<file path="src/rtl/mult_cdb_buffer.sv">
// mult_cdb_buffer: in-order completion FIFO from two multiplier lanes onto two CDB slots with RS issue credits; define MULT_CDB_BYPASS_EN to let results skip an empty FIFO
module mult_cdb_buffer #(
  parameter int DEPTH = 8,
  parameter int PTR_W = 3
) (
  input  logic        clock,
  input  logic        reset,
  input  logic [1:0]  rs_issue,
  input  logic        mul_complete0,
  input  logic        mul_complete1,
  input  logic [4:0]  mul_dest_ar_idx0,
  input  logic [4:0]  mul_dest_ar_idx1,
  input  logic [6:0]  mul_dest_pr_idx0,
  input  logic [6:0]  mul_dest_pr_idx1,
  input  logic [63:0] mul_result0,
  input  logic [63:0] mul_result1,
  input  logic [1:0]  cdb_grant,
  output logic [1:0]  cdb_req,
  output logic        cdb_complete0,
  output logic        cdb_complete1,
  output logic [4:0]  cdb_dest_ar_idx0,
  output logic [4:0]  cdb_dest_ar_idx1,
  output logic [6:0]  cdb_prf_dest_pr_idx0,
  output logic [6:0]  cdb_prf_dest_pr_idx1,
  output logic [63:0] prf_result0,
  output logic [63:0] prf_result1,
  output logic        prf_write_enable0,
  output logic        prf_write_enable1,
  output logic [1:0]  rs_mult_avail,
  output logic        overflow_err
);
  typedef struct packed {
    logic [4:0]  ar;
    logic [6:0]  pr;
    logic [63:0] res;
  } entry_t;
  localparam logic [PTR_W+1:0] DEPTH_W = (PTR_W+2)'(DEPTH);
  entry_t mem [DEPTH];
  entry_t in0, in1, inc_a, slot0, slot1, push_a;
  logic [PTR_W-1:0] head, tail, head1, tail1;
  logic [PTR_W:0] count, inflight, avail;
  logic [PTR_W+1:0] room, used;
  logic [1:0] inc_n, iss_n, pops, fpop, push_n, accept;
  logic byp, pop0, pop1, ovf;
  // slot selection, pop/push arbitration, credits and CDB drive
  always_comb begin
    in0 = {mul_dest_ar_idx0, mul_dest_pr_idx0, mul_result0};
    in1 = {mul_dest_ar_idx1, mul_dest_pr_idx1, mul_result1};
    inc_n = 2'(mul_complete0) + 2'(mul_complete1);
    iss_n = 2'(rs_issue[0]) + 2'(rs_issue[1]);
    inc_a = mul_complete0 ? in0 : in1;
`ifdef MULT_CDB_BYPASS_EN
    byp = count == '0;
`else
    byp = 1'b0;
`endif
    head1 = head + PTR_W'(1);
    tail1 = tail + PTR_W'(1);
    slot0 = byp ? inc_a : mem[head];
    slot1 = byp ? in1 : mem[head1];
    avail = byp ? (PTR_W+1)'(inc_n) : count;
    cdb_req = {avail >= (PTR_W+1)'(2), avail != '0};
    pop0 = cdb_grant[0] & cdb_req[0];
    pop1 = pop0 & cdb_grant[1] & cdb_req[1];
    pops = 2'(pop0) + 2'(pop1);
    fpop = byp ? 2'd0 : pops;
    push_n = byp ? inc_n - pops : inc_n;
    push_a = (byp && pop0) ? in1 : inc_a;
    room = DEPTH_W - (PTR_W+2)'(count) + (PTR_W+2)'(fpop);
    ovf = (PTR_W+2)'(push_n) > room;
    accept = ovf ? room[1:0] : push_n;
    used = (PTR_W+2)'(count) + (PTR_W+2)'(inflight);
    rs_mult_avail = (used + (PTR_W+2)'(2) <= DEPTH_W) ? 2'b11 :
                    (used + (PTR_W+2)'(1) == DEPTH_W) ? 2'b01 : 2'b00;
    cdb_complete0 = pop0;
    cdb_complete1 = pop1;
    cdb_dest_ar_idx0 = pop0 ? slot0.ar : '0;
    cdb_dest_ar_idx1 = pop1 ? slot1.ar : '0;
    cdb_prf_dest_pr_idx0 = pop0 ? slot0.pr : '0;
    cdb_prf_dest_pr_idx1 = pop1 ? slot1.pr : '0;
    prf_result0 = pop0 ? slot0.res : '0;
    prf_result1 = pop1 ? slot1.res : '0;
    prf_write_enable0 = pop0 && slot0.ar != 5'd31;
    prf_write_enable1 = pop1 && slot1.ar != 5'd31;
  end
  // pointers, occupancy, in-flight count and sticky overflow flag
  always_ff @(posedge clock) begin
    if (reset) begin
      head <= '0;
      tail <= '0;
      count <= '0;
      inflight <= '0;
      overflow_err <= 1'b0;
    end else begin
      head <= head + PTR_W'(fpop);
      tail <= tail + PTR_W'(accept);
      count <= count + (PTR_W+1)'(accept) - (PTR_W+1)'(fpop);
      inflight <= inflight + (PTR_W+1)'(iss_n) - (PTR_W+1)'(inc_n);
      overflow_err <= overflow_err | ovf;
    end
  end
  // entry storage, lane0 result written ahead of lane1
  always_ff @(posedge clock) begin
    if (accept != 2'd0) mem[tail] <= push_a;
    if (accept == 2'd2) mem[tail1] <= in1;
  end
endmodule

</file>
<file path="config.mk">
export PLATFORM = sky130hd
export DESIGN_NAME = mult_cdb_buffer
export DESIGN_NICKNAME = d
export VERILOG_FILES = /design/src/rtl/mult_cdb_buffer.sv
export SDC_FILE = /design/constraint.sdc
export NUM_CORES = 2
export LEC_CHECK = 0
export BUFFER_PORTS_ARGS = -buffer_cell sky130_fd_sc_hd__buf_2
export CORE_AREA = 2 2 309 311
export CTS_CLUSTER_SIZE = 30
export DETAILED_ROUTE_END_ITERATION = 6
export DIE_AREA = 0 0 311 313
export GPL_ROUTABILITY_DRIVEN = 0
export HOLD_SLACK_MARGIN = 0.15
export SETUP_SLACK_MARGIN = 0.02
export SYNTH_ARGS = -nofsm -noshare
export SYNTH_HDL_FRONTEND = slang
export SYNTH_SLANG_ARGS = --single-unit
</file>
<file path="constraint.sdc">
create_clock -name clock -period 36.3 [get_ports clock]
set_input_delay 5.445 -clock clock [delete_from_list [all_inputs] [get_ports clock]]
set_output_delay 5.445 -clock clock [all_outputs]
set_load 0.01 [all_outputs]
</file>
Word level (Yosys, flattened, before mapping) --
Memories as Yosys holds them, arrays and structs flattened. A register that Yosys moved wholly into a read port is not among the register bits. Cells that the tools add are included.
Operators by class: reduce and logical (&&, ||, !) cells 4, muxes and demuxes 15, bitwise gates (word level) 4, order comparisons 3, $add $sub $neg 16, equality and inequality tests 4
Operators with widths (number):
- two-way mux 64 bit | 2
- two-way mux 76 bit | 1
- two-way mux 7 bit | 2
- two-way mux 5 bit | 2
- != test 5 bit, second input constant | 2
- adder 4 x 2 -> 4 bit | 2
- subtractor 4 x 2 -> 4 bit | 2
- adder 1 x 1 -> 2 bit | 3
- adder 3 x 1 -> 3 bit, second input constant | 2
- adder 3 x 2 -> 3 bit | 2
- adder 4 x 4 -> 5 bit | 1
- adder 5 x 1 -> 5 bit, second input constant | 1
- adder 5 x 2 -> 5 bit | 1
- adder 5 x 2 -> 5 bit, second input constant | 1
- equality test 5 x 4 -> 1 bit, second input constant | 1
- > comparator 2 x 5 -> 1 bit | 1
- <= comparator 5 x 4 -> 1 bit, second input constant | 1
- two-way mux 1 bit | 5
- subtractor 4 x 4 -> 5 bit, first input constant | 1
- greater-or-equal comparator 4 x 2 -> 1 bit, second input constant | 1
- two-way mux 2 bit | 2
- nonzero test 4 bit | 1
- bitwise AND 1 bit | 3
- two-way mux 3 bit | 1
- other kinds (4) | 5
Storage, ports and cells: register bits 15, memories 1, RAM bits 608, output and inout bits 161, word-level logic and storage cells 52
Memory list:
- mem | depth 8, bits a word 76, rd ports 2, clocked after Yosys merged registers in 1, write ports 2, RTL line 38 | entry_t mem [DEPTH];

Depth between registers and ports, before layout --
depth in word-level cells 11, depth in mapped cells 28

Worst setup path after synthesis --
OpenSTA, ideal clock, no wires.
path type input port to flip-flop, start point input cdb_grant[0], end point memory mem[0][0] in the netlist's numbering, enable pin, arrival time 16.091 ns, setup slack 19.492 ns, cell stages on the path 17, path through nand2_1 > clkbuf_1 > clkbuf_1 > inv_1 > ha_1 > inv_1 > ha_1 > inv_1 > ha_1 > inv_1 > ha_1 > a21oi_1 > a21oi_1 > o21a_2 > buf_6 > mux2_2 > o41ai_1
RTL lines:
- start: declaration | RTL line 17 | input logic [1:0] cdb_grant,
- end: declaration | RTL line 38

Worst setup path after layout --
start point input cdb_grant[0], end point output prf_result0[23]
Between the ends: cells in the longest elaborated chain, start to end 2
RTL lines:
- bitwise AND 1 bit | RTL line 63 | pop0 = cdb_grant[0] & cdb_req[0];
- two-way mux 64 bit | RTL line 81 | prf_result0 = pop0 ? slot0.res : '0;
- end: declaration | RTL line 25 | output logic [63:0] prf_result0,
No other way between the ends.

==> flow_metrics.env <==
export IMPL_status="completed"
export IMPL_global_route_usage_total_pct=23.6
export IMPL_detailed_place_hpwl_microns=65900
export IMPL_post_synth_top_area_cell="sky130_fd_sc_hd__edfxtp_1"
export IMPL_timing_final_setup_violations=0
export IMPL_final_nets=2804
export IMPL_die_height_microns=313
export IMPL_post_route_drc_count=0
export IMPL_critPathMaxFanout=46
export IMPL_cts_num_sinks=623
export IMPL_holdPathStages=2
export IMPL_placementRows=113
export IMPL_rr_endpoint="mem[1][5]"
export IMPL_dominantRegCellSynth="sky130_fd_sc_hd__edfxtp_1"
export IMPL_ctsHtreeMaxLevel=3
export IMPL_cp_slowest_cell="sky130_fd_sc_hd__buf_4"
export IMPL_design_core_area_sq_um=94200
export IMPL_setup_total_negative_slack_ns=0
export IMPL_vias_in_the_first_global_route=25200
export IMPL_clock_path_buffers=3
export IMPL_tritoncts_clock_tree="yes"
export IMPL_cts_root_buf="sky130_fd_sc_hd__clkbuf_16"
export IMPL_min_path_type="flop to flop"
export IMPL_post_route_cells_drive_above_1_share_pct=48.8
export IMPL_cts_setup_buffers=0
export IMPL_post_synth_inst_count=2352
export IMPL_fin_area_sq_um=42400
export IMPL_crit_chain="buf_2, nand2_4, buf_4, nor2_1, buf_2"
export IMPL_cts_made_buffers=73
export IMPL_async_reset_ff_share_pct=0
export IMPL_grt_pass1_wl_microns=169000
export IMPL_synth_area_leaders="sky130_fd_sc_hd__edfxtp_1, sky130_fd_sc_hd__mux4_2, sky130_fd_sc_hd__mux2_2"
export IMPL_cts_hold_buf=0
export IMPL_clock_transition_at_the_registers_of_the_reported_paths_ns=0.06
export IMPL_clock_insertion_delay_worst_skew_ns=0.62
export IMPL_wirelength_microns=117000
export IMPL_max_vdd_ir_drop_mv=0.0628
export IMPL_holdPathEnd="overflow_err"
export IMPL_synthesis_yosys_warnings=0
export IMPL_tightestPinTransition_ns=1.20
export IMPL_dr_pass1_iters=5
export IMPL_critical_path_max_stage_delay_ns=0.65
export IMPL_arrival_ns=7.02
export IMPL_pins_over_slew_limit=0
export IMPL_crit_reg2reg_launch="avail[2]"
export IMPL_fp_dieW_microns=311
export IMPL_rsz_0062_raised_after_global_routing="false"
export IMPL_path_delay_family="buffers and inverters"
export IMPL_synth_enable_flop_cells=608
export IMPL_synth_top_cell_area_share_pct=48.9
export IMPL_worst_path_buf_inv=3
export IMPL_min_delay_start="overflow_err"
export IMPL_synth_avg_cell_area_sq_um=15.9
export IMPL_crit_start="cdb_grant[0]"
export IMPL_postSynthNetCount=2546
export IMPL_io_pins=321
export IMPL_route_detailed_vias_per_inst=5.98
export IMPL_layout_area_overhead_vs_synth_pct=13.7
export IMPL_power_density_nw_per_um2=76.5
export IMPL_largest_net_degree_at_the_start_of_global_routing=142
export IMPL_dpl_cell_area_sq_um=40200
export IMPL_power_leakage_nw=14.4
export IMPL_criticalPathCategory="primary input to output port"
export IMPL_critPathMostFrequentCell="sky130_fd_sc_hd__buf_2"
export IMPL_dr_first_iter_drc_count=1926
export IMPL_synth_sequential_area_ratio_pct=49.7
export IMPL_antenna_violations_before_repair=23
export IMPL_fin_worst_skew_ns=0.0253
export IMPL_routed_wire_length_per_instance_microns=29.6
export IMPL_category_of_the_worst_setup_path_capture_point="output port"
export IMPL_syn_cell_area_sq_um=37300
export IMPL_ant_nets=0
export IMPL_ff2ff_path_depth=20
export IMPL_post_cts_resized_instances=0
export IMPL_timing_final_crit_share_pct=34.3
export IMPL_regToRegSetupSlack_ns=29.29
export IMPL_port_buffer_count=320
export IMPL_effective_utilization_at_floorplan_pct=39.7
export IMPL_final_period_minus_worst_setup_slack_ns=12.46
export IMPL_max_freq_mhz=80.3
export IMPL_synth_most_common_cell="sky130_fd_sc_hd__edfxtp_1"
export IMPL_netlist_top_cells_count="sky130_fd_sc_hd__edfxtp_1, sky130_fd_sc_hd__mux2_2, sky130_fd_sc_hd__mux4_2"
export IMPL_die_area_sq_um=97300
export IMPL_drv_max_cap_violation_count=0
export IMPL_dr_total_vias=23500
export IMPL_final_hold_viol_count=0
export IMPL_start_kind="primary input"
export IMPL_grt_overflow_total=0
export IMPL_yosys_register_bits=623
export IMPL_cp_data_required_time_ns=30.85
export IMPL_slew_headroom_pct=20.2
export IMPL_yosysUniqueCellTypes=38
area by class of cell:
cell class | count | area (sq um)
Sequential cell | 623 | 18600
Antenna cell | 4 | 10.0
Clock inverter | 34 | 210
Multi-Input combinational cell | 1520 | 18000
Timing Repair Buffer | 367 | 1990
Fill cell | 8303 | 51700
Inverter | 25 | 93.8
Tap cell | 1265 | 1580
Clock buffer | 94 | 1970
worst register-to-register path, cell delays in order (launching register included):
cell and delay, ns:
sky130_fd_sc_hd__dfxtp_1 0.31, sky130_fd_sc_hd__inv_1 0.14, sky130_fd_sc_hd__ha_1 0.17, sky130_fd_sc_hd__nand2b_1 0.13, sky130_fd_sc_hd__nand3_4 0.11, sky130_fd_sc_hd__buf_4 0.77
sky130_fd_sc_hd__inv_1 0.19, sky130_fd_sc_hd__ha_1 0.43, sky130_fd_sc_hd__inv_1 0.09, sky130_fd_sc_hd__ha_1 0.16, sky130_fd_sc_hd__inv_1 0.05, sky130_fd_sc_hd__ha_1 0.37
sky130_fd_sc_hd__inv_1 0.07, sky130_fd_sc_hd__ha_1 0.29, sky130_fd_sc_hd__a21oi_1 0.07, sky130_fd_sc_hd__a21oi_1 0.12, sky130_fd_sc_hd__o21a_2 0.57, sky130_fd_sc_hd__mux2i_4 0.81
sky130_fd_sc_hd__buf_4 0.67, sky130_fd_sc_hd__buf_4 0.77, sky130_fd_sc_hd__mux2_2 0.46
report_power, final:
part	switching, W	internal (W)
logic	0.000822	0.000656
clock network	0.000294	0.000395
registers	0.0000904	0.000990
layout by cell type (no fill, tap or decap), types with 25 or more instances in the layout:
cell	netlist	layout
sky130_fd_sc_hd__nand2_1	154	153
sky130_fd_sc_hd__buf_4	4	45
sky130_fd_sc_hd__mux2_2	511	511
sky130_fd_sc_hd__clkbuf_16	0	76
sky130_fd_sc_hd__mux2_1	174	174
sky130_fd_sc_hd__inv_1	25	25
sky130_fd_sc_hd__nor2_1	108	108
sky130_fd_sc_hd__a21oi_1	83	83
sky130_fd_sc_hd__ha_1	28	27
sky130_fd_sc_hd__edfxtp_1	608	608
sky130_fd_sc_hd__mux2i_1	90	82
sky130_fd_sc_hd__mux4_2	304	304
sky130_fd_sc_hd__buf_2	65	319
through the flow:
step / util, % / power (W) / cells / hold WS [ns] / setup WS [ns]
final: 45.1 / 0.00325 / 3932 / 0.512 / 23.84
after global routing: 45.1 / 0.00340 / 3929 / 0.568 / 23.71
after CTS: 45.1 / 0.00328 / 3928 / 0.519 / 23.79
after detailed placement: 42.7 / 0.00259 / 3800 / 0.512 / 23.79
after global placement: 42.7 / 0.00257 / 3800 / 0.511 / 23.87
after floorplan: - / 0.00210 / 2352 / 0.505 / 19.49
worst max-delay path by stage:
stage / endpoint / slack [ns] / depth (start not counted)
final: prf_result0[23] / 23.84 / 5
after global routing: prf_result0[23] / 23.71 / 5
after CTS: prf_result0[23] / 23.79 / 5
after detailed placement: prf_result0[23] / 23.79 / 5
after global placement: prf_result0[3] / 23.87 / 5
after floorplan: mem[0][0] / 19.49 / 17
registers in the layout (all words and copies together), names as in the netlist:
register / flops
avail: 4
head: 3
inflight: 4
mem: 608
overflow_err: 1
tail: 3
kinds of logic after synthesis:
family | count (synthesis) | synth area share (%)
multiplexers | 1079 | 41.4
AO/OA/AOI/OAI | 106 | 1.57
XOR/XNOR | 14 | 0.328
buffers and inverters | 209 | 2.68
adder cells (fa/ha/maj) | 34 | 1.26
flip-flops | 623 | 49.7
AND/OR/NAND/NOR | 287 | 3.05
per-layer routing:
layer,routed length (microns),up-vias,GRT usage [%],share of wire (%)
met5,199,-,0,0.17
met4,3040,32,6.42,2.6
met3,7860,222,4.47,6.7
met2,58900,878,41.2,51
met1,46500,12400,30.0,40
li1,-,9992,-,-
Note: power is estimated with default switching activity, not from simulation.
